File: src/rtl/imem_loader_pkg.sv
`default_nettype none
// ============================================================================
// Module  : imem_loader_pkg
// Brief   : State encodings and frame field widths for the boot-time loader.
// Revision: 1.0 - initial release
// ============================================================================
package imem_loader_pkg;

    localparam int LEN_W  = 16;
    localparam int BYTE_W = 8;

    typedef enum logic [2:0] {
        ST_LEN_HI = 3'd0,
        ST_LEN_LO = 3'd1,
        ST_DATA   = 3'd2,
        ST_CSUM   = 3'd3,
        ST_DONE   = 3'd4,
        ST_ERR    = 3'd5
    } state_t;

endpackage
`default_nettype wire

File: src/rtl/imem_loader_wport.sv
`default_nettype none
// ============================================================================
// Module  : imem_loader_wport
// Brief   : One-stage register for the RAM write strobe, address and data.
// Revision: 1.0 - initial release
// ============================================================================
module imem_loader_wport #(
    parameter int            AW       = 12,
    parameter logic [AW-1:0] ADDR_RST = '0
) (
    input  logic          clk,
    input  logic          rs,
    input  logic          wr_i,
    input  logic [AW-1:0] addr_i,
    input  logic [7:0]    data_i,
    output logic          we_o,
    output logic [AW-1:0] addr_o,
    output logic [7:0]    data_o
);

    logic          we_q;
    logic [AW-1:0] addr_q;
    logic [7:0]    data_q;

    // Address and data hold their last written values between writes.
    always_ff @(posedge clk) begin
        if (rs) begin
            we_q   <= 1'b0;
            addr_q <= ADDR_RST;
            data_q <= 8'h00;
        end else begin
            we_q <= wr_i;
            if (wr_i) begin
                addr_q <= addr_i;
                data_q <= data_i;
            end
        end
    end

    assign we_o   = we_q;
    assign addr_o = addr_q;
    assign data_o = data_q;

endmodule
`default_nettype wire

File: src/rtl/imem_loader.sv
`default_nettype none
// ============================================================================
// Module  : imem_loader
// Brief   : Framed byte-stream loader for the instruction RAM; holds the CPU
//           until a program has loaded and passed its XOR checksum.
// Revision: 1.0 - initial release
// ============================================================================
module imem_loader
    import imem_loader_pkg::*;
#(
    parameter int AW   = 12,
    parameter int BASE = 0
) (
    input  logic              clk,
    input  logic              rs,
    input  logic              start_i,
    input  logic [BYTE_W-1:0] in_data_i,
    input  logic              in_valid_i,
    output logic              in_ready_o,
    output logic              mem_we_o,
    output logic [AW-1:0]     mem_addr_o,
    output logic [BYTE_W-1:0] mem_data_o,
    output logic              cpu_hold_o,
    output logic              done_o,
    output logic              error_o,
    output logic [LEN_W-1:0]  count_o
);

    localparam logic [AW-1:0] c_BASE_A  = AW'(BASE);
    localparam int unsigned   c_MAX_LEN = (32'd1 << AW) - 32'(BASE);

    state_t              state_q,    state_d;
    logic [LEN_W-1:0]    length_q,   length_d;
    logic [LEN_W-1:0]    count_q,    count_d;
    logic [BYTE_W-1:0]   csum_q,     csum_d;
    logic                cpu_hold_q, cpu_hold_d;
    logic                done_q,     done_d;
    logic                error_q,    error_d;

    logic                w_ready;
    logic                w_xfer;
    logic                w_wr;
    logic [LEN_W-1:0]    w_len_full;
    logic [LEN_W-1:0]    w_count_inc;
    logic [AW-1:0]       w_wr_addr;

    assign w_ready     = (state_q == ST_LEN_HI) || (state_q == ST_LEN_LO) ||
                         (state_q == ST_DATA)   || (state_q == ST_CSUM);
    assign w_xfer      = in_valid_i & w_ready;
    assign w_len_full  = {length_q[LEN_W-1:BYTE_W], in_data_i};
    assign w_count_inc = count_q + 16'd1;
    assign w_wr_addr   = c_BASE_A + count_q[AW-1:0];

    always_ff @(posedge clk) begin
        if (rs) begin
            state_q    <= ST_LEN_HI;
            length_q   <= '0;
            count_q    <= '0;
            csum_q     <= '0;
            cpu_hold_q <= 1'b1;
            done_q     <= 1'b0;
            error_q    <= 1'b0;
        end else begin
            state_q    <= state_d;
            length_q   <= length_d;
            count_q    <= count_d;
            csum_q     <= csum_d;
            cpu_hold_q <= cpu_hold_d;
            done_q     <= done_d;
            error_q    <= error_d;
        end
    end

    always_comb begin
        state_d    = state_q;
        length_d   = length_q;
        count_d    = count_q;
        csum_d     = csum_q;
        cpu_hold_d = cpu_hold_q;
        done_d     = done_q;
        error_d    = error_q;
        w_wr       = 1'b0;

        case (state_q)
            ST_LEN_HI: begin
                if (w_xfer) begin
                    length_d[LEN_W-1:BYTE_W] = in_data_i;
                    state_d                  = ST_LEN_LO;
                end
            end
            ST_LEN_LO: begin
                if (w_xfer) begin
                    length_d[BYTE_W-1:0] = in_data_i;
                    // Oversized frames fail here, before any RAM write.
                    if (w_len_full == '0) begin
                        state_d = ST_CSUM;
                    end else if ({16'd0, w_len_full} > c_MAX_LEN) begin
                        state_d = ST_ERR;
                        error_d = 1'b1;
                    end else begin
                        state_d = ST_DATA;
                    end
                end
            end
            ST_DATA: begin
                if (w_xfer) begin
                    w_wr    = 1'b1;
                    count_d = w_count_inc;
                    csum_d  = csum_q ^ in_data_i;
                    if (w_count_inc == length_q) begin
                        state_d = ST_CSUM;
                    end
                end
            end
            ST_CSUM: begin
                if (w_xfer) begin
                    if (in_data_i == csum_q) begin
                        state_d    = ST_DONE;
                        done_d     = 1'b1;
                        cpu_hold_d = 1'b0;
                    end else begin
                        state_d = ST_ERR;
                        error_d = 1'b1;
                    end
                end
            end
            ST_DONE, ST_ERR: begin
                if (start_i) begin
                    state_d    = ST_LEN_HI;
                    length_d   = '0;
                    count_d    = '0;
                    csum_d     = '0;
                    cpu_hold_d = 1'b1;
                    done_d     = 1'b0;
                    error_d    = 1'b0;
                end
            end
            default: begin
                state_d = ST_LEN_HI;
            end
        endcase
    end

    imem_loader_wport #(
        .AW       (AW),
        .ADDR_RST (c_BASE_A)
    ) u_wport (
        .clk    (clk),
        .rs     (rs),
        .wr_i   (w_wr),
        .addr_i (w_wr_addr),
        .data_i (in_data_i),
        .we_o   (mem_we_o),
        .addr_o (mem_addr_o),
        .data_o (mem_data_o)
    );

    assign in_ready_o = w_ready;
    assign cpu_hold_o = cpu_hold_q;
    assign done_o     = done_q;
    assign error_o    = error_q;
    assign count_o    = count_q;

endmodule
`default_nettype wire
File: config.mk
export PLATFORM = sky130hd
export DESIGN_NAME = imem_loader
export DESIGN_NICKNAME = d
export VERILOG_FILES = /design/src/rtl/imem_loader_pkg.sv /design/src/rtl/imem_loader_wport.sv /design/src/rtl/imem_loader.sv
export SDC_FILE = /design/constraint.sdc
export NUM_CORES = 1
export LEC_CHECK = 0
export CAP_MARGIN = 20
export CORE_MARGIN = 4
export CORE_UTILIZATION = 44
export DETAILED_ROUTE_END_ITERATION = 7
export MAX_ROUTING_LAYER = met4
export PLACE_DENSITY = 0.67
export SYNTH_ARGS = -nofsm -noshare
export SYNTH_HDL_FRONTEND = slang
export SYNTH_SLANG_ARGS = --single-unit
File: constraint.sdc
create_clock -name clk -period 2.37 [get_ports clk]
set_input_delay 0.474 -clock clk [delete_from_list [all_inputs] [get_ports clk]]
set_output_delay 0.474 -clock clk [all_outputs]
set_load 0.01 [all_outputs]
* Word-level counts from Yosys, hierarchy flattened
Index checks and enable logic that the tools add are counted.
** Word-level totals
- Output and inout bits :: 41
- Register bits :: 67
- Word-level logic and storage cells :: 84
** Operators by class
- Bitwise gates (word level) :: 2
- Mux-type cells :: 35
- $lt $le $gt $ge :: 1
- Add/sub/neg operators :: 1
- Reductions and logical operators :: 17
- Equal/unequal tests :: 17
** Operators by type and width (count)
- case mux 8 bit (2 select lines) :: 3
- 2-to-1 mux 16 bit :: 2
- case mux 16 bit (2 select lines) :: 1
- 2-to-1 mux 3 bit :: 8
- 2-to-1 mux 8 bit :: 3
- adder 16 x 1 -> 16 bit, second input constant :: 1
- == test 16 bit :: 1
- greater-than comparator 16 x 13 -> 1 bit, second input constant :: 1
- zero test 16 bit :: 1
- case mux 3 bit (5 select lines) :: 1
- 2-to-1 mux 1 bit :: 14
- != test 2 bit, second input constant :: 7
- AND reduction 3 bit :: 3
- == test 8 bit :: 1
- nonzero test 2 bit :: 4
- bitwise XOR 8 bit :: 1
- AND reduction 7 bit :: 1
- == test 3 x 2 -> 1 bit, second input constant :: 2
- == test 3 bit, second input constant :: 2
- != test 2 x 1 -> 1 bit, second input constant :: 3
- AND reduction 6 bit :: 1
- case mux 1 bit (2 select lines) :: 2
- AND reduction 4 bit :: 1
- == test 3 x 1 -> 1 bit, second input constant :: 1
- other kinds (6) :: 8

* Longest topological paths before layout
- Depth after elaboration :: 7
- Gate-level depth with buffers :: 9

* Hierarchy
From an unflattened synthesis, not the netlist that was laid out.
** Second synthesis, totals
- Cells, all modules :: 411
- Area, all modules :: 3403.3 µm²
** By module, submodules not included
- imem_loader :: area an instance 2642.5 µm², cells each 344, instances 1
- imem_loader_wport :: area an instance 760.7 µm², cells each 67, instances 1

* Worst setup path before layout
No wires, ideal clock.
- Path type :: flip-flop to flip-flop
- From :: register count_q[0], in the netlist count_o[0]
- To :: register state_q[0]
- Stages on the path, launching flop included :: 9
- Period minus slack after synthesis :: 2.173 ns
- Data arrival time :: 2.101 ns
- Required time :: 2.298 ns
- Setup slack :: 0.197 ns
- Cells stage by stage :: dfxtp_1 ha_1 nand4_1 nor4_4 xnor2_1 nor4_2 nand3_1 o31ai_2 mux2i_1
** Between the ends
- Longest elaborated chain between the ends :: 4
** Ends and longest elaborated chain
- from (decl) :: RTL line imem_loader.sv:34 : logic [LEN_W-1:0] count_q, count_d;
- from (signal assigned) :: RTL line imem_loader.sv:66 : count_q <= count_d;
- adder 16 x 1 -> 16 bit :: RTL line imem_loader.sv:51 : assign w_count_inc = count_q + 16'd1;
- == test 16 bit :: RTL line imem_loader.sv:110 : if (w_count_inc == length_q) begin
- != test 2 x 1 -> 1 bit (no line)
- AND reduction 6 bit (no line)
- to (signal assigned) :: RTL line imem_loader.sv:64 : state_q <= state_d;
- to (decl) :: RTL line imem_loader.sv:32 : state_t state_q, state_d;
Every way passes these cells.
A chain may end at the register's enable or synchronous reset.

* Worst setup path in the final report
- From :: register count_q[1], in the netlist count_o[1]
- To :: register state_q[0]
Same word-level chain as after synthesis.

==> flow_summary_export.csv <==
group,metric,value,unit
drt,drt_first_iter_violations,136,
layout,final_layout_size_suffix_gt1_share,13.39,%
power,peakVddDrop,455.0,uV
yosys,synth_edf_count,0,
yosys,async_flop_share,0,%
power,cellPowerDensity,613.9,nW/um^2
floorplanning,die_y,95.35,um
floorplanning,die_x,95.35,um
floorplanning,rows,31,
global_routing,grt.total_usage,21.04,%
global_routing,antenna_found_initial,0,
drt,drt_first_pass_iters,4,
floorplanning,core_area,7331,sq um
worst_hold_path,worstHoldPathType,"reg2reg",
timing,worstMarginPinSlew,442.2,ps
global_routing,first_global_vias,2934,
worst_setup_path,cp-end-kind,"flip-flop",
clocking,cts_tree,"done",
power,clkPwrFrac,36.4,%
global_routing,grt_pass1_wl,14320,um
global_routing,grt_max_degree,37,
clocking,cts_inserted_buffers,9,
power,combPwrFrac,17.1,%
power,power_switching,0.7310,mW
yosys,ys_types,42,
clocking,htreeDepth,3,
power,internal-power,1.920,mW
worst_setup_path,start_kind,"flip-flop",
layout,nNetsFinal,502,
yosys,syn_area_per_cell,7.974,sq um
clocking,clockBufferDepth,2,
floorplanning,start_util,45.79,%
placement,placed_cells,576,
yosys,synth_fp_nets,434,
power,p_seq_share,46.5,%
timing,fmax,456.6,MHz
timing,period_share,92.41,%
clocking,clock_latency,340,ps
worst_setup_path,cp_data_arrival_time,2460,ps
clocking,cts_hold_buffers,0,
power,leakage,1.598,nW
placement,port_buffers,52,
drt,drc,0,
drt,detail_route.wl_per_cell,14.65,um
yosys,syn-instance-count,421,
timing,drv_slew,0,
layout,final_cells,592,
yosys,ys_seq_area_share,39.96,%
drt,vias,3138,
layout,utilization,58.90,%
floorplanning,die_area,9091,sq um
power,p_sw_share,27.58,%
yosys,synth_ff_type,"dfxtp_1",
floorplanning,ioPinCount,53,
yosys,ys_seq_elements,67,
clocking,clk_root_buffer_cell,"clkbuf_8",
worst_setup_path,crit_type,"reg2reg",
drt,finalWirelength,8675,um
clocking,clk_pin_slew,70,ps
clocking,cts.sinks,67,
drt,drtAntennaViolNets,0,
timing,grt_setup_unrepaired,"no",
placement,dp_hpwl,6252,um
worst_setup_path,crit_required,2640,ps
job,cap_violations,0,
worst_setup_path,cp_max_fo,3,
timing,finClkSkew,7.427,ps
global_routing,grt_overflow_total,0,
status,outcome,"finished, final reports clean",
layout,area.growth.synth_to_final,28.62,%
timing,hold_violations,0,
drt,viasPerCell,5.301,
layout,antenna_cells,0,
yosys,syn_area,3357,sq um
placement,place_congestion,0.8547,
timing,post-route-min-period,2190,ps
timing,setup_viol,0,
timing,slew_headroom,70.49,%
yosys,yosys_warnings,0,
-- Yosys cell counts (5+ instances only) --
cell type | instances | area (sq um)
nor3_1 | 7 | 35.03
a21oi_1 | 47 | 235.2
clkbuf_1 | 18 | 67.56
xor2_1 | 14 | 122.6
nand2_1 | 78 | 292.8
buf_4 | 7 | 52.55
o21ai_1 | 6 | 30.03
xnor2_1 | 22 | 192.7
nor4_1 | 6 | 37.54
dfxtp_1 | 67 | 1341
o31ai_1 | 5 | 37.54
nand2b_1 | 12 | 75.07
o21ai_0 | 25 | 125.1
nor2_1 | 34 | 127.6
nand3_1 | 24 | 120.1
-- what timing repair did --
action / CTS / global route
resized for setup: 0 / 4
endpoints found under the setup margin: 0 / 2
setup buffers: 0 / 1
-- state kept, by name, summed over array words and instances, names as in the netlist, 3 cells and up --
register / flops
u_wport.addr_o: 12
u_wport.data_o: 8
csum_q: 8
length_q: 16
state_q: 3
count_o: 16
-- metal layers --
metal	routed length, um	GRT usage [%]
met1	3992	27.39
met2	4067	32.24
met3	539	4.972
met4	75	6.731
met5	0	-
-- power by group through the flow --
stage | Combinational, mW | Sequential, mW | Clock, mW
finish | 0.454 | 1.23 | 0.964
global route | 0.503 | 1.24 | 1.04
CTS | 0.448 | 1.23 | 0.993
detailed placement | 0.446 | 1.26 | 0
global placement | 0.442 | 1.26 | 0
floorplan | 0.305 | 1.24 | 0
-- cell type report --
cell class / count / area [sq um]
Fill cell: 681 / 3013
Multi-Input combinational cell: 320 / 1857
Sequential cell: 67 / 1343
Timing Repair Buffer: 87 / 778.2
Clock buffer: 11 / 151.4
Tap cell: 99 / 123.9
Clock inverter: 4 / 50.05
Inverter: 4 / 15.01
-- cell usage in the layout (no fill, tap or decap), types with 5 or more instances in the layout --
cell type / count
nand2_1: 78
xor2_1: 13
o31ai_1: 5
clkdlybuf4s50_1: 51
clkbuf_8: 11
dfxtp_1: 66
o21ai_0: 25
a21oi_1: 47
xnor2_1: 22
nor3_1: 7
nand3_1: 24
nand2b_1: 12
nor2_1: 34
nor4_1: 6
o21ai_1: 6
buf_4: 35
-- final timing paths --
kind                                        start  depth (start not counted)  slack, ps           endpoint
worst min-delay path            u_wport.addr_o[8]                          2        450  u_wport.addr_o[8]
worst max register to register         count_o[1]                          8        180         state_q[0]
worst max-delay path                   count_o[1]                          8        180         state_q[0]
worst min register to register  u_wport.addr_o[8]                          2        450  u_wport.addr_o[8]
-- cell families (layout without fill, tap and decap cells) --
| logic type | count (synthesis) | count (layout) | share of synthesized area (%) |
|---|---|---|---|
| AO/OA/AOI/OAI | 97 | 97 | 16.21 |
| XOR/XNOR | 36 | 36 | 9.392 |
| adder cells (fa/ha/maj) | 1 | 1 | 0.3727 |
| buffers and inverters | 34 | 106 | 5.478 |
| flip-flops | 67 | 67 | 39.96 |
| multiplexers | 5 | 5 | 1.528 |
| AND/OR/NAND/NOR | 181 | 181 | 27.06 |
-- critical path, cell delays in order (launching register included) --
cell and delay, ps:
dfxtp_1 360, ha_1 200, nand4_1 230, nor3_1 310, xnor2_1 160, nor4_2 190
nand3_1 160, o31ai_4 280, mux2i_1 220
-- through the flow --
step | setup TNS (ps) | area (sq um) | hold WS, ps | power [mW] | setup WS, ps
after floorplan | 0 | 3357 | 447.8 | 1.548 | 197.0
after global placement | 0 | 4083 | 441.2 | 1.699 | 42.77
after detailed placement | -0.05951 | 4083 | 445.9 | 1.704 | -0.05951
after CTS | 0 | 4284 | 456.1 | 2.674 | 107.6
after global routing | 0 | 4318 | 488.3 | 2.786 | 0.2918
final | 0 | 4318 | 452.9 | 2.651 | 179.8
(Power assumes the default switching activity.)
==> patch (config.mk and constraints unchanged) <==
`AW` is set to 12 in 2 places; all go to 14.
--- a/src/rtl/imem_loader_wport.sv
+++ b/src/rtl/imem_loader_wport.sv
@@ -6,5 +6,5 @@
 // ============================================================================
 module imem_loader_wport #(
-    parameter int            AW       = 12,
+    parameter int            AW       = 14,
     parameter logic [AW-1:0] ADDR_RST = '0
 ) (
--- a/src/rtl/imem_loader.sv
+++ b/src/rtl/imem_loader.sv
@@ -9,5 +9,5 @@
     import imem_loader_pkg::*;
 #(
-    parameter int AW   = 12,
+    parameter int AW   = 14,
     parameter int BASE = 0
 ) (
Interface: changed (resized mem_addr_o); port bits go from 53 to 55. No check against the original RTL was run, so the function may have changed too.
==> patch against the unedited design <==
Synthesized area is 3.4% higher; first-iteration DRC count is 46% higher; cell count rose by 4.6%; final area is 3.0% higher; register-to-register slack better by 0.10 ns; power shrank 2.1%; clock skew about the same; worst setup slack better by 0.062 ns; sequential cell count increased by 2; die area rose by 3.1%; wire length up 4.6%; critical path type is now primary input to register; critical endpoint unchanged; largest power group unchanged; highest routed layer unchanged.
==> patch: results (changes against the unedited design) <==
metric	value	unit	change
async_reset_ff_share	0	%	unchanged
grt_pass1_wl	15.3	mm	was 14.3 mm
critPathTopFamily	compound AO/OA/AOI/OAI gates		was simple AND/OR/NAND/NOR gates
path_buf_inv	1		was 0
drtPass1Iterations	5		was 4
globalplace.congestion	0.849		was 0.855
tightest_slew	0.723	ns	was 0.442 ns
grt_max_degree	70		was 37
placed_area	0.00425	mm^2	was 0.00408 mm^2
nNetsFinal	525		was 502
fillers	740		was 681
drive_gt1_share	12.0	%	was 13.4%
numPortBuffers	54		was 52
syn_nets	463		was 434
skew	0.00751	ns	was 0.00743 ns
grt_pass1_vias	3279		was 2934
wire_per_inst	14.7	um	about the same
via_per_inst	5.46		was 5.30
drtIter0Drc	199		was 136
ys_top_cells_by_area	dfxtp_1, a21oi_1, nand2_1		was dfxtp_1, nand2_1, a21oi_1
cp.arrival	2.39	ns	was 2.46 ns
multi_input_area	0.00189	mm^2	was 0.00186 mm^2
cpPeakStageDelay	0.44	ns	was 0.36 ns
seq_area_frac_synth	39.8	%	was 40.0%
ys_types	46		was 42
ir_drop	282	uV	was 455 uV
ys_top_cells_by_count	nand2_1, dfxtp_1, a21oi_1, nor2_1, nand3_1		was nand2_1, dfxtp_1, a21oi_1, nor2_1, o21ai_0
setup_ws	0.242	ns	was 0.180 ns
hpwlAfterDp	6.38	mm	was 6.25 mm
place_inst	603		was 576
p_leak	1.60	nW	about the same
num_vias	3378		was 3138
outcome	finished, final reports clean		unchanged
cp_slowest_cell	a2111oi_0		was dfxtp_1
hold_slack	0.452	ns	was 0.453 ns
cp_max_fo	2		was 3
grt_util_all_layers	20.0	%	was 21.0%
place_ws	-0.0741	ns	was -0.0000595 ns
regToRegSetupSlack	0.28	ns	was 0.18 ns
netlist_instances	450		was 421
-- patch: worst paths after layout --
check                                                startpoint                         endpoint  depth (start not counted)
worst max register to register          count_o[0]$_SDFFE_PP0P_          state_q[0]$_SDFFE_PP0P_                          8
worst min-delay path            u_wport.addr_o[11]$_SDFFE_PP0P_  u_wport.addr_o[11]$_SDFFE_PP0P_                          2
worst max-delay path                               in_data_i[2]          state_q[0]$_SDFFE_PP0P_                          7
worst min register to register  u_wport.addr_o[11]$_SDFFE_PP0P_  u_wport.addr_o[11]$_SDFFE_PP0P_                          2
-- patch: layout make-up --
type | count | share of cell area [%]
well taps | 102 | 2.87
clock buffers | 10 | 3.09
clock inverters | 6 | 1.41
inverters | 5 | 0.422
repair buffers | 92 | 18.7
multi-input cells | 335 | 42.4
flip-flops and latches | 69 | 31.0
-- patch: worst min-delay path, delay by kind of cell, from the launching register on --
family           cells  cell delay, ns
flip-flops           1            0.31
AND/OR/NAND/NOR      1            0.05
AO/OA/AOI/OAI        1            0.05
-- patch: routing by layer --
| layer | GRT usage (%) | up-vias | wire length, um |
|---|---|---|---|
| li1 | - | 1678 | - |
| met1 | 24.6 | 1601 | 4070 |
| met2 | 33.2 | 89 | 4410 |
| met3 | 2.88 | 10 | 464 |
| met4 | 7.88 | 0 | 128 |
| met5 | - | - | 0 |
-- patch: power breakdown --
part / leakage [nW] / internal (mW) / switching, mW / total (mW)
Combinational: 0.950 / 0.170 / 0.207 / 0.377
Sequential: 0.558 / 1.20 / 0.0541 / 1.25
Clock: 0.0943 / 0.510 / 0.453 / 0.963
-- patch: kinds of logic after synthesis --
| group | synth area share, % |
|---|---|
| simple gates | 26.1 |
| compound gates | 19.2 |
| flops | 39.8 |
| buf+inv | 5.98 |
| xor+xnor | 8.32 |
| mux | 0.288 |
| fa+ha+maj | 0.360 |
